File: config.mk
export PLATFORM = sky130hd
export DESIGN_NAME = weight_row_reader_flat
export DESIGN_NICKNAME = d
export VERILOG_FILES = /design/src/rtl/weight_row_reader_if.sv /design/src/rtl/weight_row_reader.sv /design/src/flat_wrapper.sv
export SDC_FILE = /design/constraint.sdc
export NUM_CORES = 1
export LEC_CHECK = 0
export CORE_ASPECT_RATIO = 0.75
export CORE_MARGIN = 2
export CORE_UTILIZATION = 25
export CTS_CLUSTER_DIAMETER = 100
export DETAILED_ROUTE_END_ITERATION = 12
export MAX_ROUTING_LAYER = met4
export SLEW_MARGIN = 15
export SYNTH_ARGS = -nofsm -noshare
export SYNTH_HDL_FRONTEND = slang
export SYNTH_SLANG_ARGS = --single-unit
File: constraint.sdc
create_clock -name clk -period 7.7 [get_ports clk]
set_input_delay 1.155 -clock clk [delete_from_list [all_inputs] [get_ports clk]]
set_output_delay 1.155 -clock clk [all_outputs]
set_load 0.005 [all_outputs]
File: src/rtl/weight_row_reader_if.sv
// Valid/ready beat stream carrying one ternary weight, its offset within the
// row and a last-of-row flag. The reader drives it through the master modport.
interface weight_row_reader_if #(
  parameter int DATA_WIDTH = 2,
  parameter int ADDR_WIDTH = 10
);
  logic                  out_valid;
  logic                  out_ready;
  logic [DATA_WIDTH-1:0] out_data;
  logic [ADDR_WIDTH-1:0] out_index;
  logic                  out_last;

  modport master (
    output out_valid, out_data, out_index, out_last,
    input  out_ready
  );

  modport slave (
    input  out_valid, out_data, out_index, out_last,
    output out_ready
  );
endinterface

File: src/rtl/weight_row_reader.sv
// Streaming row reader for the ternary weight RAM. Walks a wrap-around address
// range on the combinational read port and delivers each weight through a
// 2-entry buffer so that a stalled consumer never loses a beat while full
// throughput is kept when the consumer is always ready.
module weight_row_reader #(
  parameter int DATA_WIDTH = 2,
  parameter int ADDR_WIDTH = 10,
  parameter int NUM_NEURON = 1024
) (
  input  logic                  clk,
  input  logic                  reset_l,
  input  logic                  start,
  input  logic [ADDR_WIDTH-1:0] base_addr,
  input  logic [ADDR_WIDTH:0]   length,
  output logic [ADDR_WIDTH-1:0] aout,
  input  logic [DATA_WIDTH-1:0] ram_dout,
  output logic                  busy,
  output logic                  done,
  weight_row_reader_if.master   out_bus
);

  // One extra bit so a full-depth row length and base+offset both fit.
  typedef logic [ADDR_WIDTH:0] wide_t;
  localparam wide_t NUM_W = wide_t'(NUM_NEURON);

  typedef enum logic [1:0] {IDLE, READ, DRAIN, DONE} state_t;
  state_t state_q, state_d;

  logic [ADDR_WIDTH-1:0] base_q;
  wide_t                 len_q;
  wide_t                 offset_q;
  wide_t                 len_clamped;
  wide_t                 addr_raw;
  wide_t                 addr_wrap;

  logic [DATA_WIDTH-1:0] buf_data  [2];
  logic [ADDR_WIDTH-1:0] buf_index [2];
  logic                  buf_last  [2];
  logic                  rd_ptr_q;
  logic                  wr_ptr_q;
  logic [1:0]            count_q;

  logic pop;
  logic push;
  logic issue_last;
  logic start_row;

  // Handshake, read-issue and address arithmetic; a pop in the same cycle
  // frees a slot so a full buffer can still accept a read when draining.
  always_comb begin
    len_clamped = (length > NUM_W) ? NUM_W : length;
    addr_raw    = wide_t'(base_q) + offset_q;
    addr_wrap   = (addr_raw >= NUM_W) ? (addr_raw - NUM_W) : addr_raw;
    pop         = (count_q != 2'd0) && out_bus.out_ready;
    push        = (state_q == READ) && ((count_q != 2'd2) || pop);
    issue_last  = (offset_q == (len_q - wide_t'(1)));
    aout        = push ? addr_wrap[ADDR_WIDTH-1:0] : '0;
  end

  // Next-state logic; DRAIN leaves as soon as the buffer will be empty so
  // done lands in the cycle right after the final beat is accepted.
  always_comb begin
    state_d   = state_q;
    start_row = 1'b0;
    case (state_q)
      IDLE: begin
        if (start) begin
          start_row = 1'b1;
          state_d   = (len_clamped == '0) ? DONE : READ;
        end
      end
      READ: begin
        if (push && issue_last) state_d = DRAIN;
      end
      DRAIN: begin
        if ((count_q == 2'd0) || ((count_q == 2'd1) && pop)) state_d = DONE;
      end
      DONE: begin
        state_d = IDLE;
      end
      default: begin
        state_d = IDLE;
      end
    endcase
  end

  // Status outputs and the head of the buffer presented downstream.
  always_comb begin
    busy              = (state_q == READ) || (state_q == DRAIN);
    done              = (state_q == DONE);
    out_bus.out_valid = (count_q != 2'd0);
    out_bus.out_data  = buf_data[rd_ptr_q];
    out_bus.out_index = buf_index[rd_ptr_q];
    out_bus.out_last  = buf_last[rd_ptr_q];
  end

  // State register.
  always_ff @(posedge clk or negedge reset_l) begin
    if (!reset_l) state_q <= IDLE;
    else          state_q <= state_d;
  end

  // Row parameters latched at start and the running read offset.
  always_ff @(posedge clk or negedge reset_l) begin
    if (!reset_l) begin
      base_q   <= '0;
      len_q    <= '0;
      offset_q <= '0;
    end else if (start_row) begin
      base_q   <= base_addr;
      len_q    <= len_clamped;
      offset_q <= '0;
    end else if (push) begin
      offset_q <= offset_q + wide_t'(1);
    end
  end

  // Two-entry output buffer; entries are tagged with their row offset.
  always_ff @(posedge clk or negedge reset_l) begin
    if (!reset_l) begin
      for (int i = 0; i < 2; i++) begin
        buf_data[i]  <= '0;
        buf_index[i] <= '0;
        buf_last[i]  <= 1'b0;
      end
      rd_ptr_q <= 1'b0;
      wr_ptr_q <= 1'b0;
      count_q  <= 2'd0;
    end else begin
      if (push) begin
        buf_data[wr_ptr_q]  <= ram_dout;
        buf_index[wr_ptr_q] <= offset_q[ADDR_WIDTH-1:0];
        buf_last[wr_ptr_q]  <= issue_last;
        wr_ptr_q            <= ~wr_ptr_q;
      end
      if (pop) rd_ptr_q <= ~rd_ptr_q;
      case ({push, pop})
        2'b10:   count_q <= count_q + 2'd1;
        2'b01:   count_q <= count_q - 2'd1;
        default: count_q <= count_q;
      endcase
    end
  end

endmodule
File: src/flat_wrapper.sv
// flat-port wrapper written by rule: the top's interface ports become plain ports
module weight_row_reader_flat 
#(
  parameter int DATA_WIDTH = 2,
  parameter int ADDR_WIDTH = 10,
  parameter int NUM_NEURON = 1024
)
  (clk, reset_l, start, base_addr, length, aout, ram_dout, busy, done, out_bus_out_valid, out_bus_out_data, out_bus_out_index, out_bus_out_last, out_bus_out_ready);
  weight_row_reader_if #(.DATA_WIDTH(DATA_WIDTH), .ADDR_WIDTH(ADDR_WIDTH)) out_bus_i ();
  input  logic clk;
  input  logic reset_l;
  input  logic start;
  input  logic [ADDR_WIDTH-1:0] base_addr;
  input  logic [ADDR_WIDTH:0] length;
  output logic [ADDR_WIDTH-1:0] aout;
  input  logic [DATA_WIDTH-1:0] ram_dout;
  output logic busy;
  output logic done;
  output wire logic [$bits(out_bus_i.out_valid)-1:0] out_bus_out_valid;
  output wire logic [$bits(out_bus_i.out_data)-1:0] out_bus_out_data;
  output wire logic [$bits(out_bus_i.out_index)-1:0] out_bus_out_index;
  output wire logic [$bits(out_bus_i.out_last)-1:0] out_bus_out_last;
  input wire logic [$bits(out_bus_i.out_ready)-1:0] out_bus_out_ready;
  assign out_bus_out_valid = out_bus_i.out_valid;
  assign out_bus_out_data = out_bus_i.out_data;
  assign out_bus_out_index = out_bus_i.out_index;
  assign out_bus_out_last = out_bus_i.out_last;
  assign out_bus_i.out_ready = out_bus_out_ready;
  weight_row_reader #(.DATA_WIDTH(DATA_WIDTH), .ADDR_WIDTH(ADDR_WIDTH), .NUM_NEURON(NUM_NEURON)) u_core (.clk(clk), .reset_l(reset_l), .start(start), .base_addr(base_addr), .length(length), .aout(aout), .ram_dout(ram_dout), .busy(busy), .done(done), .out_bus(out_bus_i));
endmodule
==> summary.md <==
| Metric | Value |
|---|---|
| Avg Inst Size Synth | `~9.8 um^2` |
| Most frequent cells in the layout | `nand2_1 (68), dfrtp_1 (64), clkdlybuf4s50_1 (51)` |
| Grt total ovfl | `0` |
| Initial antenna violation count | `0` |
| Post-detail-place hpwl | `between 6 and 7 mm` |
| Critical path peak fanout | `11` |
| Post-route minimum period | `4.340 ns` |
| Vias | `slightly below 3,000` |
| Number of global-route vias before repair | `2,942` |
| Worst Skew | `between 0.003 and 0.004 ns` |
| Largest net degree at the start of global routing | `between 60 and 70` |
| Drt wl/cell | `14.56 um` |
| Setup TNS | `0 ns` |
| Die Width | `between 100 and 150 um` |
| Worst Setup End Kind | `primary output` |
| Max Slew Vio Count | `0` |
| RSZ-0062 raised after global routing | `no` |
| Yosys reg bits | `64` |
| RD Place Congestion | `around 0.85` |
| Final worst-path cycle share | `0.5636` |
| IO buf count | `between 50 and 60` |
| Layout fillers | `roughly 1,500` |
| Most common cell after layout, fill and taps aside | `nand2_1` |
| Post-DP Area | `between 4000 and 5000 um^2` |
| CTS tree | `built` |
| Cts repair resizes | `0` |
| Pwr dens | `360.6 nW/um^2` |
| Worst slew pin tran | `just over 0.8 ns` |
| Top_reg_cell synth | `dfrtp_1` |
| Initial drt markers | `149` |
| Slew headroom | `0.4605` |
| First-pass GRT wire length | `~15 mm` |
| TritonCTS Buffers | `9` |
| Core box area | `between 10,000 and 15,000 um^2` |
| Max Cap Viol | `0` |
| Max VDD drop | `approximately 0.11 mV` |
| Outcome | `complete, no violations` |
| Clock Path Buffers | `2` |
| Via-per-instance ratio | `approximately 4.6` |
| Synth async-reset ratio | `1.000` |
| Initial core utilization | `0.2582` |
| DIE HEIGHT | `about 110 um` |
| Gr usage total | `0.1242` |
| Clock-pin slew of the registers on the worst-case setup and hold paths | `0.05 ns` |
| Post-CTS Setup Inserts | `0` |
| Design area | `roughly 4800 um^2` |
| Seq/Total Area, Yosys | `0.4236` |
| Worst setup margin | `3.360 ns` |
| Area share of the largest cell type after synthesis | `0.4236` |
| Final setup viols | `0` |
| Ys Warns | `0` |
| FP Rows | `38` |
| Post-DRT Antenna Nets | `0` |
| Ranking of synthesized cells by area | `dfrtp_1 (42%), mux2_2 (11%), nand2_1 (6.8%)` |
| Clock sinks | `64` |
| Die area | `~16,000 um^2` |
| Post-synth EDFFs | `0` |
| Arr. time, crit path | `roughly 3.2 ns` |
| Max frequency | `roughly 230 MHz` |
| Cell Area, Synth | `3781 um^2` |
| ANT cells | `0` |
| Dpl ws | `between 3 and 4 ns` |
| Worst EP required | `6.55 ns` |
| Clk Latency, worst-skew pair | `between 0.3 and 0.4 ns` |
| Cell variety after synth | `52` |
| LEAKAGE | `2.131 nW` |
| Io pins | `53` |
| DRT Wirelength | `between 9 and 10 mm` |
| Post-CTS Hold Buffers | `0` |
| CTS H-tree lvls | `3` |
| # nets final | `483` |
| Worst setup SP type | `input port` |
| Root buffer cell | `clkbuf_16` |
| Synthesized instance count | `approximately 390` |
| Min-Delay Path Class | `reg2reg` |
| Crit path kind | `in2out` |
| Share of cells above drive strength 1 | `0.1481` |
| P&R area growth vs syn | `26.37%` |
| First-pass DRT Iterations | `4` |
| Syn_nets | `between 400 and 500` |
| Post-route DRC | `0` |
| Yosys top cell by area | `dfrtp_1` |
| Final Hold Fails | `0` |
synthesized netlist by cell type, types with 2 or more instances:
cell type / count
dfrtp_1: 64
nand2_1: 68
nand4_1: 4
xnor2_1: 15
nor4_1: 3
inv_1: 14
o21bai_1: 2
mux2_2: 38
a2111oi_0: 2
a21oi_1: 13
clkbuf_1: 16
a31o_2: 2
and2_1: 4
nor2b_1: 5
or3_1: 4
nand3b_1: 12
xor2_1: 15
o21ai_0: 12
o21a_1: 2
nor3_1: 8
ha_1: 20
nand3_1: 4
a311oi_1: 2
nand2b_1: 4
nor2_1: 26
buf_2: 2
path summary, 6_finish.rpt:
check | startpoint | end | slack, ns | cells after the start
min in group asynchronous | reset_l | u_core.buf_index[13]$_DFFE_PN0P_ | 1.00 | 2
setup / recovery | out_bus_out_ready | aout[4] | 3.36 | 7
hold reg to reg | u_core.base_q[2]$_DFFE_PN0P_ | u_core.base_q[2]$_DFFE_PN0P_ | 0.50 | 2
setup reg to reg | u_core.len_q[0]$_DFFE_PN0P_ | u_core.state_q[0]$_DFFE_PN0P_ | 5.06 | 9
max in group asynchronous | reset_l | u_core.state_q[0]$_DFFE_PN0P_ | 6.17 | 2
hold / removal | u_core.base_q[2]$_DFFE_PN0P_ | u_core.base_q[2]$_DFFE_PN0P_ | 0.50 | 2
per-layer routing:
metal	track usage	vias up	share of wire
met3	0.03926	8	0.051
met5	-	-	0
li1	-	1429	-
met4	0.03625	0	0.011
met2	0.1821	68	0.44
met1	0.1646	1435	0.49
registers in the layout, summed over array words and instances, names as in the netlist:
register	count
u_core.base_q	10
u_core.buf_data	4
u_core.buf_index	20
u_core.buf_last	2
u_core.count_q	2
u_core.len_q	11
u_core.offset_q	11
u_core.rd_ptr_q	1
u_core.state_q	2
u_core.wr_ptr_q	1
through the flow:
step                        util  instances  total power, mW  hold WS, ns
after floorplan                -        387            1.078       0.4497
after global placement    0.3075        624            1.328       0.4711
after detailed placement  0.3075        624            1.359       0.4808
after CTS                 0.3263        639            1.742       0.5011
after global routing      0.3263        639            1.862       0.5084
final                     0.3263        639            1.723       0.4975
kinds of logic after synthesis:
logic type | count (synthesis) | share of synthesized area
AO/OA/AOI/OAI | 48 | 0.08141
multiplexers | 40 | 0.1201
buffers and inverters | 33 | 0.03342
flip-flops | 64 | 0.4236
adder cells (fa/ha/maj) | 21 | 0.07148
XOR/XNOR | 30 | 0.06949
AND/OR/NAND/NOR | 151 | 0.2005
worst max-delay path, stage by stage:
cell             delay [ns]
clkdlybuf4s50_1        0.48
nand2b_1               0.14
a21boi_0               0.27
buf_4                  0.22
inv_1                  0.18
nor3_1                 0.22
clkdlybuf4s50_1        0.52
cell type report:
type,instances,area (um^2),area share
clock buffers,13,260.3,0.05446
clock inverters,2,15.01,0.003142
inverters,14,52.55,0.01100
multi-input cells,290,2053,0.4297
flip-flops and latches,64,1602,0.3352
well taps,200,250.2,0.05237
repair buffers,56,545.5,0.1142
report_power, final:
group,internal [mW],switching (mW)
Clock,0.233,0.141
Sequential,0.437,0.134
Combinational,0.393,0.385
No activity file was read; power rests on OpenSTA's default activity.
